===== src/rtl/pcie_seq_pkg.sv =====
// Shared types and constants for the PCIe PERST_n / REFCLK sequencer.
// Holds the state encoding and the output widths used by the top and the bench.
package pcie_seq_pkg;

    localparam int SEQ_STATE_W   = 3;
    localparam int RESET_COUNT_W = 8;
    localparam int CNT_W_DEFAULT = 16;

    // Encodings are visible on SEQ_STATE, so they must not be reordered.
    typedef enum logic [SEQ_STATE_W-1:0] {
        ST_OFF      = 3'd0,
        ST_PWR_STAB = 3'd1,
        ST_TRAIN    = 3'd2,
        ST_UP       = 3'd3,
        ST_WARM     = 3'd4,
        ST_FAIL     = 3'd5
    } seq_state_e;

    function automatic logic [RESET_COUNT_W-1:0] sat_inc(input logic [RESET_COUNT_W-1:0] v);
        return (v == '1) ? v : v + 1'b1;
    endfunction

endpackage


===== src/rtl/pcie_seq_timer.sv =====
// Clearable, enableable up-counter with a terminal compare.
// Saturates at all-ones instead of wrapping; clear has priority over enable.
module pcie_seq_timer #(
    parameter int CNT_W = 16
) (
    input  logic             clk,
    input  logic             rst_n,
    input  logic             clr,
    input  logic             en,
    input  logic [CNT_W-1:0] term,
    output logic             at_term
);

    logic [CNT_W-1:0] count;

    always_ff @(posedge clk or negedge rst_n) begin
        if (!rst_n) begin
            count <= '0;
        end else if (clr) begin
            count <= '0;
        end else if (en && (count != '1)) begin
            count <= count + 1'b1;
        end
    end

    assign at_term = (count == term);

endmodule


===== src/rtl/pcie_perst_sequencer.sv =====
// Upstream PCIe reset sequencer: drives PERST_n and REFCLK_EN, supervises link-up.
// Optional feature macro PCIE_PERST_SEQ_AUTO_RETRY_EN turns link-up timeouts into warm-reset retries.
module pcie_perst_sequencer
    import pcie_seq_pkg::*;
#(
    parameter int T_PVPERL       = 100,
    parameter int T_PERST_MIN    = 16,
    parameter int LINKUP_TIMEOUT = 1000,
    parameter int MAX_RETRY      = 3,
    parameter int CNT_W          = CNT_W_DEFAULT
) (
    input  logic                     CLK,
    input  logic                     RST_n,
    input  logic                     PWR_GOOD,
    input  logic                     REFCLK_STABLE,
    input  logic                     SW_RESET_REQ,
    input  logic                     LINK_UP,
    output logic                     PERST_n,
    output logic                     REFCLK_EN,
    output logic [SEQ_STATE_W-1:0]   SEQ_STATE,
    output logic                     LINK_TIMEOUT,
    output logic                     LINK_DOWN_EVT,
    output logic [RESET_COUNT_W-1:0] RESET_COUNT
);

    // SW_RESET_REQ is a one-cycle request pulse with no acknowledge; it is
    // sampled on a single edge and dropped silently in OFF, PWR_STAB and WARM.

    seq_state_e       state, next_state;
    logic             timer_clr, timer_en, timer_at_term;
    logic [CNT_W-1:0] timer_term;
    logic             timeout_hit, link_down, retry_inc, retry_clr, retry_ok;

    always_ff @(posedge CLK or negedge RST_n) begin
        if (!RST_n) begin
            state <= ST_OFF;
        end else begin
            state <= next_state;
        end
    end

    always_comb begin
        next_state  = state;
        timer_en    = 1'b0;
        timer_term  = '1;
        timeout_hit = 1'b0;
        link_down   = 1'b0;
        retry_inc   = 1'b0;
        retry_clr   = 1'b0;
        case (state)
            ST_OFF: begin
                if (PWR_GOOD) next_state = ST_PWR_STAB;
            end
            ST_PWR_STAB: begin
                timer_en   = REFCLK_STABLE;
                timer_term = CNT_W'(T_PVPERL - 1);
                if (!PWR_GOOD)                          next_state = ST_OFF;
                else if (REFCLK_STABLE && timer_at_term) next_state = ST_TRAIN;
            end
            ST_TRAIN: begin
                timer_en   = 1'b1;
                timer_term = CNT_W'(LINKUP_TIMEOUT - 1);
                if (!PWR_GOOD) begin
                    next_state = ST_OFF;
                end else if (SW_RESET_REQ) begin
                    next_state = ST_WARM;
                    retry_clr  = 1'b1;
                end else if (LINK_UP) begin
                    next_state = ST_UP;
                    retry_clr  = 1'b1;
                end else if (timer_at_term) begin
                    timeout_hit = 1'b1;
                    if (retry_ok) begin
                        next_state = ST_WARM;
                        retry_inc  = 1'b1;
                    end else begin
                        next_state = ST_FAIL;
                    end
                end
            end
            ST_UP: begin
                if (!PWR_GOOD) begin
                    next_state = ST_OFF;
                end else if (SW_RESET_REQ) begin
                    next_state = ST_WARM;
                    retry_clr  = 1'b1;
                end else if (!LINK_UP) begin
                    next_state = ST_TRAIN;
                    link_down  = 1'b1;
                end
            end
            ST_WARM: begin
                timer_en   = 1'b1;
                timer_term = CNT_W'(T_PERST_MIN - 1);
                if (!PWR_GOOD)          next_state = ST_OFF;
                else if (timer_at_term) next_state = ST_TRAIN;
            end
            ST_FAIL: begin
                if (!PWR_GOOD) begin
                    next_state = ST_OFF;
                end else if (SW_RESET_REQ) begin
                    next_state = ST_WARM;
                    retry_clr  = 1'b1;
                end
            end
            default: next_state = ST_OFF;
        endcase
    end

    // A glitch on REFCLK_STABLE restarts the power-stable window from zero.
    assign timer_clr = (next_state != state) || ((state == ST_PWR_STAB) && !REFCLK_STABLE);

    pcie_seq_timer #(
        .CNT_W (CNT_W)
    ) u_timer (
        .clk     (CLK),
        .rst_n   (RST_n),
        .clr     (timer_clr),
        .en      (timer_en),
        .term    (timer_term),
        .at_term (timer_at_term)
    );

`ifdef PCIE_PERST_SEQ_AUTO_RETRY_EN
    localparam int RETRY_W = (MAX_RETRY < 1) ? 1 : $clog2(MAX_RETRY + 1);

    logic [RETRY_W-1:0] retry_cnt;

    always_ff @(posedge CLK or negedge RST_n) begin
        if (!RST_n) begin
            retry_cnt <= '0;
        end else if (retry_clr || (next_state == ST_OFF)) begin
            retry_cnt <= '0;
        end else if (retry_inc) begin
            retry_cnt <= retry_cnt + 1'b1;
        end
    end

    assign retry_ok = (int'(retry_cnt) < MAX_RETRY);
`else
    logic unused_retry;

    assign retry_ok     = 1'b0;
    assign unused_retry = ^{retry_inc, retry_clr, 32'(MAX_RETRY)};
`endif

    // Outputs are computed from next_state so they change on the entry edge.
    always_ff @(posedge CLK or negedge RST_n) begin
        if (!RST_n) begin
            PERST_n       <= 1'b0;
            REFCLK_EN     <= 1'b0;
            LINK_TIMEOUT  <= 1'b0;
            LINK_DOWN_EVT <= 1'b0;
            RESET_COUNT   <= '0;
        end else begin
            PERST_n       <= (next_state == ST_TRAIN) || (next_state == ST_UP) ||
                             (next_state == ST_FAIL);
            REFCLK_EN     <= (next_state != ST_OFF);
            LINK_DOWN_EVT <= link_down;
            if (next_state == ST_OFF) begin
                LINK_TIMEOUT <= 1'b0;
            end else if (timeout_hit) begin
                LINK_TIMEOUT <= 1'b1;
            end
            if ((next_state == ST_WARM) && (state != ST_WARM)) begin
                RESET_COUNT <= sat_inc(RESET_COUNT);
            end
        end
    end

    assign SEQ_STATE = state;

endmodule


===== config.mk =====
export PLATFORM = sky130hd
export DESIGN_NAME = pcie_perst_sequencer
export DESIGN_NICKNAME = d
export VERILOG_FILES = /design/src/rtl/pcie_seq_pkg.sv /design/src/rtl/pcie_seq_timer.sv /design/src/rtl/pcie_perst_sequencer.sv
export SDC_FILE = /design/constraint.sdc
export NUM_CORES = 1
export LEC_CHECK = 0
export CAP_MARGIN = 20
export CELL_PAD_IN_SITES_DETAIL_PLACEMENT = 2
export CELL_PAD_IN_SITES_GLOBAL_PLACEMENT = 2
export CORE_ASPECT_RATIO = 1.4
export CORE_UTILIZATION = 37
export CTS_CLUSTER_SIZE = 20
export DETAILED_ROUTE_END_ITERATION = 6
export PLACE_DENSITY_LB_ADDON = 0.15
export SYNTH_ARGS = -nofsm -noshare
export SYNTH_HDL_FRONTEND = slang
export SYNTH_SLANG_ARGS = --single-unit
export TNS_END_PERCENT = 30

===== constraint.sdc =====
create_clock -name CLK -period 3.8 [get_ports CLK]
set_input_delay 0.76 -clock CLK [delete_from_list [all_inputs] [get_ports CLK]]
set_output_delay 0.76 -clock CLK [all_outputs]
set_load 0.1 [all_outputs]

* After elaboration in Yosys (flattened, before gate mapping)
Cells that the tools add are included.
Storage, ports and cells: input port bits 6, ROM bits 0, memories kept 0, logic and storage cells 69, register bits 31, output and inout port bits 15, bits in latches 0, memory bits (writable) 0
Operators by class: equality and inequality tests 14, add/sub/neg operators 2, reductions and logical operators 15, bitwise operators 1, $lt $le $gt $ge 0, muxes and demuxes 30, $mul 0, shift-type cells 0, div/mod/pow operators 0
Operators by type and width (count):
- $pmux W16 S3 | 1
- $mux W3 | 14
- $mux W16 | 2
- $pmux W3 S6 | 1
- $add A16 B1 Y16 const B | 1
- $eq A16 B16 Y1 | 1
- $ne A16 B16 Y1 const B | 1
- $eq A3 B2 Y1 const B | 4
- $eq A3 B3 Y1 const B | 4
- $mux W1 | 11
- $add A8 B1 Y8 const B | 1
- $eq A8 B8 Y1 const B | 1
- $logic_not A3 Y1 | 2
- $logic_and A1 B1 Y1 | 4
- $reduce_bool A2 Y1 | 2
- $eq A3 B1 Y1 const B | 1
- $logic_or A1 B1 Y1 | 3
- $ne A3 B3 Y1 | 1
- $ne A3 B3 Y1 const B | 1
- $reduce_bool A3 Y1 | 1
- $pmux W1 S2 | 1
- $reduce_and A2 Y1 | 1
- $reduce_or A2 Y1 | 1
- $logic_not A1 Y1 | 1
- $not A1 Y1 | 1

* Logic depth before layout (Yosys ltp)
Gate-level depths: netlist of run 1.
word-level depth 11, mapped depth 11, mapped depth without buffers 8

* By module
A second synthesis of run 1 with hierarchy kept.
Unflattened totals: cells, all modules 211, area total of the unflattened synthesis 1975.6 µm²
Modules (own cells, without submodules):
- pcie_seq_timer | cells an instance 117, seq. area each 400.4 µm², instances 1, area an instance 1057.3 µm²
- pcie_perst_sequencer | cells an instance 94, seq. area each 375.4 µm², instances 1, area an instance 918.4 µm²

* Worst setup path before layout of run 1
OpenSTA, ideal clock, no wires.
kind register -> register, start point register state[2], in the netlist SEQ_STATE[2], end point register RESET_COUNT[1], arrival 2.972 ns, clock period less this slack 3.101 ns, library setup time 0.128 ns, setup slack 0.699 ns, stages on the path, launching flop included 10, path buffers 1, required time 3.672 ns, cells stage by stage dfrtp_1 buf_2 nor3_2 nor2_1 mux2i_2 nand4_1 o41ai_2 o211ai_2 nor2_1 mux2_1
On the way: word-level cells in the longest chain between the ends 11, elaborated cells on any way between the ends 28, those cells by class 8 x eq/ne; 16 x mux; 4 x reduce/logical
RTL lines:
- from (decl) | line pcie_perst_sequencer.sv:29 | seq_state_e state, next_state;
- from (signal assigned) | line pcie_perst_sequencer.sv:38 | state <= next_state;
- $eq A3 B3 Y1 (tied with other cells) | line pcie_perst_sequencer.sv:50 | case (state)
- $pmux W16 S3 | line pcie_perst_sequencer.sv:50
- $eq A16 B16 Y1 | line pcie_seq_timer.sv:26 | assign at_term = (count == term);
- $mux W3 | line pcie_perst_sequencer.sv:71 | end else if (timer_at_term) begin
- $mux W3 | line pcie_perst_sequencer.sv:68 | end else if (LINK_UP) begin
- $mux W3 | line pcie_perst_sequencer.sv:65 | end else if (SW_RESET_REQ) begin
- $mux W3 | line pcie_perst_sequencer.sv:63 | if (!PWR_GOOD) begin
- $pmux W3 S6 | line pcie_perst_sequencer.sv:50
- $eq A3 B3 Y1 | line pcie_perst_sequencer.sv:165 | if ((next_state == ST_WARM) && (state != ST_WARM)) begin
- $logic_and A1 B1 Y1 * | line pcie_perst_sequencer.sv:165
- $reduce_and A2 Y1 (no source line) *
- to (signal assigned) | line pcie_perst_sequencer.sv:166 | RESET_COUNT <= sat_inc(RESET_COUNT);
- to (decl) | line pcie_perst_sequencer.sv:23 | output logic [RESET_COUNT_W-1:0] RESET_COUNT
Mark *: on every way between the ends. The rest lies on a longest branch, timed or not. A chain may end at the register's enable or synchronous reset.

* Worst setup path after layout of run 1
start point register state[0], in the netlist SEQ_STATE[0], end point register RESET_COUNT[5]
Same word-level chain as after synthesis.

==> results.json, run 1 <==
{
  "outcome": "completed",
  "synth_top_flop_cell": "sky130_fd_sc_hd__dfrtp_1",
  "yosys.cell_count.top_type": "sky130_fd_sc_hd__nor2_1",
  "ys_ff_latch": 31,
  "tightestPinTransition_ns": 0.989,
  "grt_setup_unrepaired": "false",
  "max_freq_mhz": 318,
  "drc": 0,
  "rr_worst_depth": 8,
  "fillerInstances": 552,
  "synth_enable_flop_cells": 0,
  "worstPathArrival_ns": 3.35,
  "synthDominantCellAreaShare": 0.403,
  "post-route-cell-area_um2": 2290,
  "design.die.area_um2": 5490,
  "dr_total_vias": 1726,
  "max-cap-violations": 0,
  "drt-initial-drc-count": 74,
  "gp_routability_congestion": 0.883,
  "syn-instance-count": 212,
  "maxSlewViolCount": 0,
  "core_area_um2": 4920,
  "critical_path.startpoint_type": "flip-flop",
  "syn-mean-instance-area_um2": 9.07,
  "antenna_found_initial": 0,
  "cts_max_path_buffers": 2,
  "numCtsBuffers": 5,
  "finish.net_count": 243,
  "cts_tree": "built",
  "setup-tns-final_ns": 0,
  "mean_number_of_vias_per_cell": 5.75,
  "half_perimeter_wire_length_after_detailed_placement_mm": 4.21,
  "ctsResizeCount": 0,
  "cell_internal_power_dissipation_w": 0.000568,
  "area.growth.synth_to_final_pct": 19.2,
  "placed_cell_area_um2": 2170,
  "effective_utilization_at_floorplan": 0.391,
  "min_delay_path_depth": 1,
  "fin_skew_ns": 0.00785,
  "routedWlPerCell_um": 19.6,
  "synth_area_leaders": "sky130_fd_sc_hd__dfrtp_1 (40%), sky130_fd_sc_hd__nor2_1 (7.0%), sky130_fd_sc_hd__xor2_1 (5.9%)",
  "grt_max_degree": 32,
  "cts-htree-levels": 2,
  "global_route.usage.total": 0.236,
  "synth_area_um2": 1920,
  "timing.slew.headroom": 0.339,
  "global_route_wire_length_before_repair_mm": 9.99,
  "grt_overflow_total": 0,
  "pwr_density_cell_nw_per_um2": 333,
  "reg_clk_slew_reported_paths_ns": 0.08,
  "postLayoutCoreUtil": 0.466,
  "hold_viol_final": 0,
  "drt_wl_total_mm": 5.88,
  "timing.hold.ws_ns": 0.509,
  "ios": 21,
  "crit_required_ns": 4.01,
  "synth_nets": 220,
  "p_switching_w": 0.000196,
  "fraction_of_the_cycle_the_final_worst_path_needs": 0.827,
  "die_height_um": 87.3,
  "leakagePower_nw": 1.02,
  "ys_seq_area_frac": 0.403,
  "cts_num_sinks": 31,
  "endpoint_kind": "flip-flop",
  "setup_bufs_post_cts": 0,
  "insertion_delay_ns": 0.29,
  "synthDistinctLibCells": 53,
  "placementRows": 30,
  "critPathMaxFanout": 22,
  "share_of_total_power_in_the_clock_network": 0.461,
  "synthArstFlopShare": 1.00,
  "floorplan.die.width_um": 62.9,
  "detailedRoute.firstPassIterationCount": 4,
  "post_route_cells_drive_above_1_share": 0.110,
  "cts.root.buffer_cell": "sky130_fd_sc_hd__clkbuf_8",
  "timing.reg2reg.setup_slack_ns": 0.66,
  "setup_slack_ns": 0.658,
  "post_synth_most_frequent_cells": "sky130_fd_sc_hd__nor2_1 (36), sky130_fd_sc_hd__dfrtp_1 (31), sky130_fd_sc_hd__nand3_1 (13), sky130_fd_sc_hd__xor2_1 (13), sky130_fd_sc_hd__nand2_1 (12)",
  "peak_supply_drop_mv": 0.203,
  "setup_viol_count_final": 0,
  "remaining_antenna_violation_count_after_routing": 0,
  "netSwitchingFraction": 0.256,
  "finalWorstPathRequiredPeriod_ns": 3.14,
  "post-synth-top-area-cell": "sky130_fd_sc_hd__dfrtp_1",
  "first_global_vias": 1959,
  "placement.setup.worst_slack_ns": 0.674,
  "num_antenna_cells": 0,
  "hp-class": "flip-flop to flip-flop",
  "pwr-share-seq": 0.443,
  "cts_hold_buf": 0,
  "critPathKind": "flip-flop to flip-flop",
  "comb_pwr_share": 0.096,
  "synth_warnings": 0,
  "io_buffer_count": 20
}
-- sequential cells by signal, indices dropped and copies added (netlist names) --
signal         flops
u_timer.count     16
RESET_COUNT        8
SEQ_STATE          3
LINK_DOWN_EVT      1
LINK_TIMEOUT       1
PERST_n            1
REFCLK_EN          1
-- per-layer routing --
metal	GRT usage	vias up	wire [um]
met2	0.425	25	3140
li1	-	799	-
met4	0.0930	0	114
met5	0	-	0
met1	0.277	892	2480
met3	0.0366	10	146
-- layout make-up --
cell class,count,area [um2],area share
clock buffers,6,82.6,0.0360
clock inverters,2,35.0,0.0153
inverters,7,26.3,0.0115
multi-input cells,168,1080,0.473
flip-flops and latches,31,776,0.338
well taps,64,80.1,0.0349
repair buffers,22,208,0.0906
-- power groups by stage --
stage	sequential [W]	clock (W)	combinational [W]
finish	0.000339	0.000352	0.0000731
global route	0.000339	0.000368	0.0000799
CTS	0.000339	0.000354	0.0000742
detailed placement	0.000345	0	0.0000735
global placement	0.000345	0	0.0000708
floorplan	0.000351	0	0.0000392
-- critical path, cell delays in order, from the launching register on --
cell	delay [ns]
sky130_fd_sc_hd__dfrtp_1	0.66
sky130_fd_sc_hd__maj3_2	0.45
sky130_fd_sc_hd__nor2_1	0.16
sky130_fd_sc_hd__mux2i_2	0.34
sky130_fd_sc_hd__nand4_2	0.27
sky130_fd_sc_hd__nor3_1	0.24
sky130_fd_sc_hd__o21ai_1	0.25
sky130_fd_sc_hd__nor4_1	0.47
sky130_fd_sc_hd__xor2_1	0.21
-- metrics by stage --
| stage | total power, W | cells |
|---|---|---|
| after detailed placement | 0.000419 | 292 |
| after CTS | 0.000767 | 300 |
| after global placement | 0.000415 | 292 |
| after floorplan | 0.000390 | 212 |
| final | 0.000764 | 300 |
| after global routing | 0.000788 | 300 |
-- layout by cell type, fill, tap and decap left out, drive strengths merged, types with 2 or more instances in the layout --
cell / n
a21o: 2
a21oi: 7
a31oi: 2
and2: 3
and2b: 2
and3: 3
buf: 5
clkbuf: 6
clkdlybuf4s50: 17
dfrtp: 31
ha: 2
inv: 7
mux2i: 2
nand2: 12
nand3: 13
nand4: 7
nor2: 36
nor2b: 2
nor3: 11
nor3b: 5
nor4: 4
o21ai: 10
xnor2: 10
xor2: 13
-- cell families (layout without fill, tap and decap cells) --
kind of cell,count (synthesis),in the layout,synth area share
DFF,31,31,0.403
muxes,3,3,0.0182
buffers and inverters,13,37,0.0325
AOI/OAI and AO/OA,36,36,0.141
and+or+nand+nor,103,103,0.281
xor gates and xnor gates,23,23,0.105
adders and majority gates,3,3,0.0189
-- path summary, 6_finish.rpt --
| check | end | start |
|---|---|---|
| max in group asynchronous | RESET_COUNT[6]$_DFFE_PN0P_ | RST_n |
| max | RESET_COUNT[5]$_DFFE_PN0P_ | SEQ_STATE[0]$_DFF_PN0_ |
| min in group asynchronous | u_timer.count[14]$_DFFE_PN0P_ | RST_n |
| min | RESET_COUNT[6]$_DFFE_PN0P_ | RESET_COUNT[6]$_DFFE_PN0P_ |
| max reg2reg | RESET_COUNT[5]$_DFFE_PN0P_ | SEQ_STATE[0]$_DFF_PN0_ |
| min reg2reg | RESET_COUNT[6]$_DFFE_PN0P_ | RESET_COUNT[6]$_DFFE_PN0P_ |
No activity file was read; power rests on OpenSTA's default activity.
==> inputs of run 2 (changes only) <==
Settings changed: CORE_UTILIZATION 37 to 35.
Clock period 3.8 ns to 3 ns, I/O delays scaled along.
==> results.json, run 2 (same netlist as run 1, synthesis figures left out) <==
{
  "outcome": "completed",
  "io_buffer_count": 20,
  "min_delay_path_depth": 1,
  "critical_path.reg2reg.endpoint": "RESET_COUNT[1]$_DFFE_PN0P_",
  "post_route_cells_drive_above_1_share": 0.180,
  "fraction_of_the_cycle_the_final_worst_path_needs": 0.952,
  "drt_wl_total_mm": 5.49,
  "critical_path.startpoint_type": "flip-flop",
  "half_perimeter_wire_length_after_detailed_placement_mm": 4.04,
  "hold_viol_final": 0,
  "cts-htree-levels": 2,
  "peak_supply_drop_mv": 0.279,
  "numCtsBuffers": 5,
  "design.die.area_um2": 5800,
  "path_buf_inv": 0,
  "cts_num_sinks": 31,
  "crit_required_ns": 3.16,
  "ios": 21,
  "global_route.usage.total": 0.211,
  "insertion_delay_ns": 0.28,
  "hp-class": "flip-flop to flip-flop",
  "drc": 0,
  "reg_clk_slew_reported_paths_ns": 0.07,
  "detailedRoute.firstPassIterationCount": 4,
  "p_switching_w": 0.000229,
  "gp_routability_congestion": 0.781,
  "holdPathEnd": "RESET_COUNT[6]$_DFFE_PN0P_",
  "floorplan.die.width_um": 64.6,
  "startpoint_of_the_tightest_hold_check_path": "RESET_COUNT[6]$_DFFE_PN0P_",
  "comb_pwr_share": 0.105,
  "finish.net_count": 246,
  "dr_total_vias": 1692,
  "fin_skew_ns": 0.00560,
  "share_of_total_power_in_the_clock_network": 0.413,
  "num_antenna_cells": 0,
  "timing.reg2reg.setup_slack_ns": 0.14,
  "tightestPinTransition_ns": 0.620,
  "remaining_antenna_violation_count_after_routing": 0,
  "crit_chain": "maj3_2, nor2_1, mux2i_2, nand4_2, nor3_1, o21ai_1, nor2_1, mux2_1",
  "final_common_cell": "sky130_fd_sc_hd__nor2_1",
  "area.growth.synth_to_final_pct": 18.3,
  "worst_r2r_startpoint": "SEQ_STATE[0]$_DFF_PN0_",
  "max_freq_mhz": 350,
  "worstPathArrival_ns": 3.02,
  "placed_cell_area_um2": 2170,
  "setup_slack_ns": 0.144,
  "antenna_found_initial": 0,
  "critPathKind": "flip-flop to flip-flop",
  "mean_number_of_vias_per_cell": 5.55,
  "worst_path_largest_cell_delay_ns": 0.59,
  "critPathMaxFanout": 22,
  "cts_max_path_buffers": 2,
  "grt_setup_unrepaired": "true",
  "routedWlPerCell_um": 18.0,
  "p_total_w": 0.000892,
  "pwr-share-seq": 0.483,
  "most-common-layout-cells": "sky130_fd_sc_hd__nor2_1 (36), sky130_fd_sc_hd__dfrtp_1 (28), sky130_fd_sc_hd__buf_4 (20), sky130_fd_sc_hd__nand3_1 (13), sky130_fd_sc_hd__xor2_1 (13)",
  "drt-initial-drc-count": 47,
  "pwr_density_cell_nw_per_um2": 392,
  "placement.setup.worst_slack_ns": 0.199,
  "global_route_wire_length_before_repair_mm": 9.54,
  "effective_utilization_at_floorplan": 0.367,
  "max-cap-violations": 0,
  "placementRows": 31,
  "timing.hold.ws_ns": 0.498,
  "cts.root.buffer_cell": "sky130_fd_sc_hd__clkbuf_8",
  "first_global_vias": 1901,
  "core_area_um2": 5240,
  "post-route-cell-area_um2": 2280,
  "top_register": "u_timer.count",
  "maxSlewViolCount": 0,
  "timing.slew.headroom": 0.584,
  "cp_top_family": "simple AND/OR/NAND/NOR gates",
  "leakagePower_nw": 1.04,
  "cell_internal_power_dissipation_w": 0.000663,
  "crit_slowest_cell": "sky130_fd_sc_hd__dfrtp_4",
  "largest_reg_flops": 16,
  "grt_overflow_total": 0,
  "cts_tree": "built",
  "die_height_um": 89.7,
  "grt_max_degree": 32,
  "finalWorstPathRequiredPeriod_ns": 2.86,
  "netSwitchingFraction": 0.257,
  "cpMostUsedCell": "sky130_fd_sc_hd__nor2_1",
  "endpoint_kind": "flip-flop",
  "setup_viol_count_final": 0,
  "rr_worst_depth": 8
}
-- run 2: changes by cell type in the layout (fill, tap and decap cells not counted) --
cell / change
sky130_fd_sc_hd__dfrtp_1: -3
sky130_fd_sc_hd__buf_4: +15
sky130_fd_sc_hd__clkdlybuf4s50_1: -12
sky130_fd_sc_hd__clkbuf_1: +1
sky130_fd_sc_hd__dfrtp_4: +1
sky130_fd_sc_hd__dfrtp_2: +2
sky130_fd_sc_hd__clkinv_2: -1
sky130_fd_sc_hd__bufinv_16: -1
sky130_fd_sc_hd__clkbuf_8: +1
-- run 2: how the worst max path moves through the flow --
stage / start / end / cells after the start
2_1_floorplan: SEQ_STATE[1]$_DFF_PN0_ / RESET_COUNT[1]$_DFFE_PN0P_ / 9
3_3_place_gp: SEQ_STATE[0]$_DFF_PN0_ / RESET_COUNT[1]$_DFFE_PN0P_ / 8
3_5_place_dp: SEQ_STATE[0]$_DFF_PN0_ / RESET_COUNT[1]$_DFFE_PN0P_ / 8
4_1_cts: SEQ_STATE[0]$_DFF_PN0_ / RESET_COUNT[1]$_DFFE_PN0P_ / 8
5_1_grt: SEQ_STATE[0]$_DFF_PN0_ / RESET_COUNT[5]$_DFFE_PN0P_ / 8
6_report: SEQ_STATE[0]$_DFF_PN0_ / RESET_COUNT[1]$_DFFE_PN0P_ / 8
-- run 2: final cells by class --
class | count | area [um2]
clock buffer | 8 | 100
tap | 66 | 82.6
multi-input combinational | 168 | 1080
fill | 579 | 2960
timing repair buffer | 25 | 200
sequential | 31 | 782
inverter | 7 | 26.3
-- run 2: power groups by stage --
stage               clock [W]  sequential (W)  combinational [W]
detailed placement          0        0.000438          0.0000949
global route         0.000396        0.000431           0.000102
floorplan                   0        0.000445          0.0000496
CTS                  0.000383        0.000430          0.0000953
global placement            0        0.000437          0.0000916
finish               0.000368        0.000431          0.0000932
-- run 2: stage by stage --
stage / setup TNS [ns] / utilization / std cells
floorplan: 0 / - / 212
global placement: 0 / 0.415 / 297
detailed placement: 0 / 0.415 / 297
CTS: 0 / 0.434 / 305
global route: -0.0916 / 0.435 / 305
finish: 0 / 0.435 / 305
-- run 2: what timing repair did --
item	CTS	global route
endpoints found under the setup margin	0	4
resized for setup	0	1
buffers inserted	0	0
hold buffers	0	0
-- run 2: layer usage --
metal | wire length [um] | up-vias | track usage
met2 | 2870 | 22 | 0.377
met4 | 54 | 0 | 0.0519
met5 | 0 | - | 0
met3 | 130 | 6 | 0.0305
met1 | 2430 | 863 | 0.260
li1 | - | 801 | -
-- run 2: worst register-to-register path: stages, from the launching register on --
cell and delay (ns):
sky130_fd_sc_hd__dfrtp_4 0.59, sky130_fd_sc_hd__maj3_2 0.36, sky130_fd_sc_hd__nor2_1 0.15, sky130_fd_sc_hd__mux2i_2 0.31, sky130_fd_sc_hd__nand4_2 0.25, sky130_fd_sc_hd__nor3_1 0.24, sky130_fd_sc_hd__o21ai_1 0.24, sky130_fd_sc_hd__nor2_1 0.26
sky130_fd_sc_hd__mux2_1 0.34
